==> src/rtl/maze_input_pkg.sv <==
// Shared types, bit positions and helpers for the maze input conditioning stage.
package maze_input_pkg;

  typedef enum logic [1:0] {
    IDLE,
    PULSE,
    GAP
  } coin_state_t;

  // gdb0 bit positions
  localparam int unsigned GDB0_LEFT1  = 0;
  localparam int unsigned GDB0_RIGHT1 = 1;
  localparam int unsigned GDB0_DOWN1  = 2;
  localparam int unsigned GDB0_UP1    = 3;
  localparam int unsigned GDB0_LEFT2  = 4;
  localparam int unsigned GDB0_RIGHT2 = 5;
  localparam int unsigned GDB0_DOWN2  = 6;
  localparam int unsigned GDB0_UP2    = 7;

  // gdb1 bit positions
  localparam int unsigned GDB1_START1 = 0;
  localparam int unsigned GDB1_START2 = 1;
  localparam int unsigned GDB1_COIN   = 3;

  localparam logic [1:0] PENDING_MAX = 2'd3;

  function automatic int unsigned max_u(input int unsigned a, input int unsigned b);
    return (a > b) ? a : b;
  endfunction

  // Clears both members of an opposing pair; dir is {up,down,right,left}.
  function automatic logic [3:0] suppress_dir(input logic [3:0] dir);
    logic [3:0] res;
    res = dir;
    if (dir[3] && dir[2]) res[3:2] = 2'b00;
    if (dir[1] && dir[0]) res[1:0] = 2'b00;
    return res;
  endfunction

endpackage

==> src/rtl/input_debounce.sv <==
// Single-bit debouncer: a raw change must persist for DEB_CYCLES consecutive edges.
module input_debounce #(
  parameter int unsigned DEB_CYCLES = 20000
) (
  input  logic clk_sys,
  input  logic reset,
  input  logic raw,
  output logic stable,
  output logic rise
);

  localparam int unsigned CntW = $clog2(DEB_CYCLES + 1);
  localparam logic [CntW-1:0] CntLast = CntW'(DEB_CYCLES - 1);

  logic [CntW-1:0] cnt_q, cnt_d;
  logic            stable_q, stable_d;
  logic            rise_q, rise_d;

  // Count consecutive mismatches; adopt raw on the last one.
  always_comb begin
    cnt_d    = cnt_q;
    stable_d = stable_q;
    rise_d   = 1'b0;
    if (raw == stable_q) begin
      cnt_d = '0;
    end else if (cnt_q == CntLast) begin
      stable_d = raw;
      cnt_d    = '0;
      rise_d   = raw;
    end else begin
      cnt_d = cnt_q + 1'b1;
    end
  end

  // State registers with synchronous reset.
  always_ff @(posedge clk_sys) begin
    if (reset) begin
      cnt_q    <= '0;
      stable_q <= 1'b0;
      rise_q   <= 1'b0;
    end else begin
      cnt_q    <= cnt_d;
      stable_q <= stable_d;
      rise_q   <= rise_d;
    end
  end

  assign stable = stable_q;
  // High for the single cycle in which stable has just become 1.
  assign rise   = rise_q;

endmodule

==> src/rtl/maze_input_cond.sv <==
// Input conditioning for the maze game core: debounce, opposing-direction
// suppression, and rate-limited coin pulses with a small credit queue.
module maze_input_cond
  import maze_input_pkg::*;
#(
  parameter int unsigned DEB_CYCLES = 20000,
  parameter int unsigned COIN_PULSE = 100000,
  parameter int unsigned COIN_GAP   = 100000
) (
  input  logic       clk_sys,
  input  logic       reset,
  input  logic [3:0] p1_dir,
  input  logic [3:0] p2_dir,
  input  logic       coin_raw,
  input  logic       start1_raw,
  input  logic       start2_raw,
  output logic [7:0] gdb0,
  output logic [7:0] gdb1,
  output logic [1:0] coin_pending
);

  localparam int unsigned NumBits   = 11;
  localparam int unsigned RawCoin   = 8;
  localparam int unsigned RawStart1 = 9;
  localparam int unsigned RawStart2 = 10;
  localparam int unsigned TimerW    = $clog2(max_u(COIN_PULSE, COIN_GAP) + 1);
  localparam logic [TimerW-1:0] PulseLast = TimerW'(COIN_PULSE - 1);
  localparam logic [TimerW-1:0] GapLast   = TimerW'(COIN_GAP - 1);

  logic [NumBits-1:0] raw_vec, stable_vec, rise_vec;
  logic               unused_rise;

  assign raw_vec = {start2_raw, start1_raw, coin_raw, p2_dir, p1_dir};

  for (genvar i = 0; i < NumBits; i++) begin : g_deb
    input_debounce #(
      .DEB_CYCLES(DEB_CYCLES)
    ) u_deb (
      .clk_sys(clk_sys),
      .reset  (reset),
      .raw    (raw_vec[i]),
      .stable (stable_vec[i]),
      .rise   (rise_vec[i])
    );
  end

  // Only the coin debouncer's rising edge is consumed.
  assign unused_rise = ^{rise_vec[RawStart2:RawStart1], rise_vec[RawCoin-1:0]};

  logic [7:0]        gdb0_q, gdb0_d;
  logic [1:0]        start_q, start_d;
  coin_state_t       state_q, state_d;
  logic [TimerW-1:0] timer_q, timer_d;
  logic [1:0]        pending_q, pending_d;
  logic              take;
  logic              coin_rise;

  assign coin_rise = rise_vec[RawCoin];

  // Player bytes and start bits registered from suppressed debounced state.
  always_comb begin
    logic [3:0] p1_s, p2_s;
    p1_s   = suppress_dir(stable_vec[3:0]);
    p2_s   = suppress_dir(stable_vec[7:4]);
    gdb0_d = '0;
    gdb0_d[GDB0_LEFT1]  = p1_s[0];
    gdb0_d[GDB0_RIGHT1] = p1_s[1];
    gdb0_d[GDB0_DOWN1]  = p1_s[2];
    gdb0_d[GDB0_UP1]    = p1_s[3];
    gdb0_d[GDB0_LEFT2]  = p2_s[0];
    gdb0_d[GDB0_RIGHT2] = p2_s[1];
    gdb0_d[GDB0_DOWN2]  = p2_s[2];
    gdb0_d[GDB0_UP2]    = p2_s[3];
    start_d = {stable_vec[RawStart2], stable_vec[RawStart1]};
  end

  // Coin FSM next state; take marks a credit leaving the queue.
  always_comb begin
    state_d = state_q;
    timer_d = timer_q;
    take    = 1'b0;
    unique case (state_q)
      IDLE: begin
        if (pending_q != '0) begin
          take    = 1'b1;
          timer_d = '0;
          state_d = PULSE;
        end
      end
      PULSE: begin
        if (timer_q == PulseLast) begin
          timer_d = '0;
          state_d = GAP;
        end else begin
          timer_d = timer_q + 1'b1;
        end
      end
      GAP: begin
        if (timer_q == GapLast) begin
          timer_d = '0;
          state_d = IDLE;
        end else begin
          timer_d = timer_q + 1'b1;
        end
      end
      default: begin
        timer_d = '0;
        state_d = IDLE;
      end
    endcase
  end

  // Credit queue: simultaneous add and take cancel; adds beyond the max are dropped.
  always_comb begin
    pending_d = pending_q;
    if (coin_rise && !take) begin
      if (pending_q != PENDING_MAX) pending_d = pending_q + 1'b1;
    end else if (take && !coin_rise) begin
      pending_d = pending_q - 1'b1;
    end
  end

  // All top-level state with synchronous reset.
  always_ff @(posedge clk_sys) begin
    if (reset) begin
      gdb0_q    <= '0;
      start_q   <= '0;
      state_q   <= IDLE;
      timer_q   <= '0;
      pending_q <= '0;
    end else begin
      gdb0_q    <= gdb0_d;
      start_q   <= start_d;
      state_q   <= state_d;
      timer_q   <= timer_d;
      pending_q <= pending_d;
    end
  end

  // gdb1 assembly; unused bits tied low.
  always_comb begin
    gdb1              = '0;
    gdb1[GDB1_START1] = start_q[0];
    gdb1[GDB1_START2] = start_q[1];
    gdb1[GDB1_COIN]   = (state_q == PULSE);
  end

  assign gdb0         = gdb0_q;
  assign coin_pending = pending_q;

endmodule

==> config.mk <==
export PLATFORM = sky130hd
export DESIGN_NAME = maze_input_cond
export DESIGN_NICKNAME = d
export VERILOG_FILES = /design/src/rtl/maze_input_pkg.sv /design/src/rtl/input_debounce.sv /design/src/rtl/maze_input_cond.sv
export SDC_FILE = /design/constraint.sdc
export NUM_CORES = 1
export LEC_CHECK = 0
export CAP_MARGIN = 15
export CORE_MARGIN = 8
export CORE_UTILIZATION = 55
export DETAILED_ROUTE_END_ITERATION = 16
export GPL_ROUTABILITY_DRIVEN = 0
export PLACE_DENSITY = 0.75
export SLEW_MARGIN = 5
export SYNTH_ARGS = -nofsm -noshare
export SYNTH_HDL_FRONTEND = slang
export SYNTH_HIERARCHICAL = 1
export SYNTH_SLANG_ARGS = --single-unit
==> constraint.sdc <==
create_clock -name clk_sys -period 2.1 [get_ports clk_sys]
set_input_delay 0.315 -clock clk_sys [delete_from_list [all_inputs] [get_ports clk_sys]]
set_output_delay 0.315 -clock clk_sys [all_outputs]
set_load 0.01 [all_outputs]
==> flow_metrics.env <==
export IMPL_hold_end="g_deb[5].u_deb/stable$_SDFFE_PP0P_"
export IMPL_drc_errors=0
export IMPL_setup_violations=0
export IMPL_antenna_found_initial=0
export IMPL_clock_sinks=208
export IMPL_r2r_slack_ns=0.18
export IMPL_ant_nets=0
export IMPL_vias=6994
export IMPL_synth_area_per_cell_sq_um=9.13
export IMPL_dp_hpwl_microns=10900
export IMPL_finalHoldViolCount=0
export IMPL_final_nets=1073
export IMPL_io_buffers=25
export IMPL_post_cts_setup_buffer_count=0
export IMPL_worstHoldPathType="in -> reg"
export IMPL_vdd_drop_max_mv=0.734
export IMPL_cts_htree_levels=1
export IMPL_dieArea_sq_um=21300
export IMPL_tritoncts="yes"
export IMPL_final_cell_area_sq_um=10400
export IMPL_nFillCells=1373
export IMPL_holdCritStartpoint="reset"
export IMPL_worstReg2RegStart="state_q[1]$_SDFFE_PP0P_"
export IMPL_clock_latency_ns=0.50
export IMPL_power_density_nw_per_um2=784
export IMPL_cts_max_path_buffers=3
export IMPL_std_cell_rows=47
export IMPL_synth_area_sq_um=9260
export IMPL_status="completed"
export IMPL_p_leak_uw=0.00367
export IMPL_min_period_over_period_pct=91.5
export IMPL_fmax_mhz=520
export IMPL_overflow=0
export IMPL_postSynthCellCount=1015
export IMPL_max_cap_violations=0
export IMPL_vias_per_cell=5.46
export IMPL_drv_slew=0
export IMPL_holdPathStages=2
export IMPL_dp_cells=1240
export IMPL_yosysWarningCount=6
export IMPL_cts_root_buf="clkbuf_16"
export IMPL_rsz0062_at_grt="false"
export IMPL_grt_max_degree=44
export IMPL_rr_endpoint="timer_q[11]$_SDFFE_PP0P_"
export IMPL_required_ns=2.52
export IMPL_path_class="reg -> reg"
export IMPL_wl_per_cell_microns=12.7
export IMPL_core_sq_um=16500
export IMPL_hold_buffers=0
export IMPL_ioPinCount=31
export IMPL_firstDrtPassIters=5
export IMPL_fin_skew_ns=0.0138
export IMPL_cts_clk_slew_worst_paths_ns=0.06
export IMPL_cp_start_kind="flip-flop"
export IMPL_final_cell_mix="dfxtp_1 (207), nor2_1 (145), xor2_1 (100)"
export IMPL_drt_iter0_drc=383
export IMPL_r2r_cells=6
export IMPL_cts_buffers=22
export IMPL_critPathArrivalTime_ns=2.34
export IMPL_grt_pass1_wl_microns=29100
export IMPL_drive_above_1_share_pct=8.77
export IMPL_min_period_ns=1.92
export IMPL_die_height_microns=146
export IMPL_antennaDiodeCount=0
export IMPL_final_cells=1280
export IMPL_cp_end_kind="flip-flop"
export IMPL_initial_core_util_pct=56.1
export IMPL_wl_microns=16300
export IMPL_die_width_microns=146
export IMPL_area_growth_pct=12.4
export IMPL_place_area_sq_um=9640
export IMPL_final_common_cell="dfxtp_1"
export IMPL_cp_max_fo=5
export IMPL_grtUsageTotal_pct=15.1
export IMPL_grt_pass1_vias=6680
export IMPL_holdWs_ns=0.185
==> critical path, cell delays in order, from the launching register on <==
cell and delay [ns]:
dfxtp_2 0.34, inv_1 0.06, ha_1 0.18, nor3b_2 0.18
or4_4 0.52, or3_1 0.36, a211oi_2 0.22
==> metrics by stage <==
step	power, uW	TNS (ns)	setup WS [ns]	util [%]
detailed placement	4370	-0.109	-0.0413	58.4
floorplan	4270	0	0.0248	-
global placement	4360	0	0.0471	58.4
global route	8480	0	0.0290	63.0
CTS	8270	0	0.0173	62.9
finish	8160	0	0.178	63.0
==> cell type report <==
cell class	instances	area (sq um)	area share (%)
Multi-Input combinational cell	761	4780	46.0
Sequential cell	208	4170	40.0
Inverter	3	11.3	0.108
Tap cell	220	275	2.64
Clock buffer	35	691	6.63
Timing Repair Buffer	48	429	4.12
Clock inverter	5	56.3	0.541
==> registers in the layout (all words and copies together), names as in the netlist <==
name,cells
start_q,2
g_deb.u_deb/stable,11
coin_pending,2
timer_q,17
state_q,2
g_deb.u_deb/cnt_q,165
gdb0,8
g_deb.u_deb/rise,1
==> routing by layer <==
layer	routed length [microns]	up-vias	track usage, %
li1	-	3636	-
met3	521	24	2.74
met4	287	0	4.16
met5	0	-	0
met2	7600	70	26.1
met1	7840	3264	19.0
==> how the worst max path moves through the flow <==
stage                                       start                        to  slack (ns)  cells after the start
final                     state_q[1]$_SDFFE_PP0P_  timer_q[11]$_SDFFE_PP0P_        0.18                      6
after global routing      state_q[1]$_SDFFE_PP0P_  timer_q[15]$_SDFFE_PP0P_        0.03                      6
after detailed placement  state_q[1]$_SDFFE_PP0P_  timer_q[14]$_SDFFE_PP0P_       -0.04                      6
after CTS                 state_q[1]$_SDFFE_PP0P_  timer_q[11]$_SDFFE_PP0P_        0.02                      6
after floorplan           state_q[0]$_SDFFE_PP0P_  timer_q[16]$_SDFFE_PP0P_        0.02                      7
after global placement    state_q[1]$_SDFFE_PP0P_  timer_q[16]$_SDFFE_PP0P_        0.05                      6
==> power breakdown <==
group	switching, uW	internal [uW]	leakage (uW)
logic	169	112	0.00162
clock network	1500	2380	0.000366
registers	24.2	3980	0.00168
total	1700	6460	0.00367
==> what timing repair did <==
action                     CTS  global route
setup endpoints to repair    4             7
pin swaps                    0             2
gates resized for setup      3             4
Power figures use the tool's default switching activity.
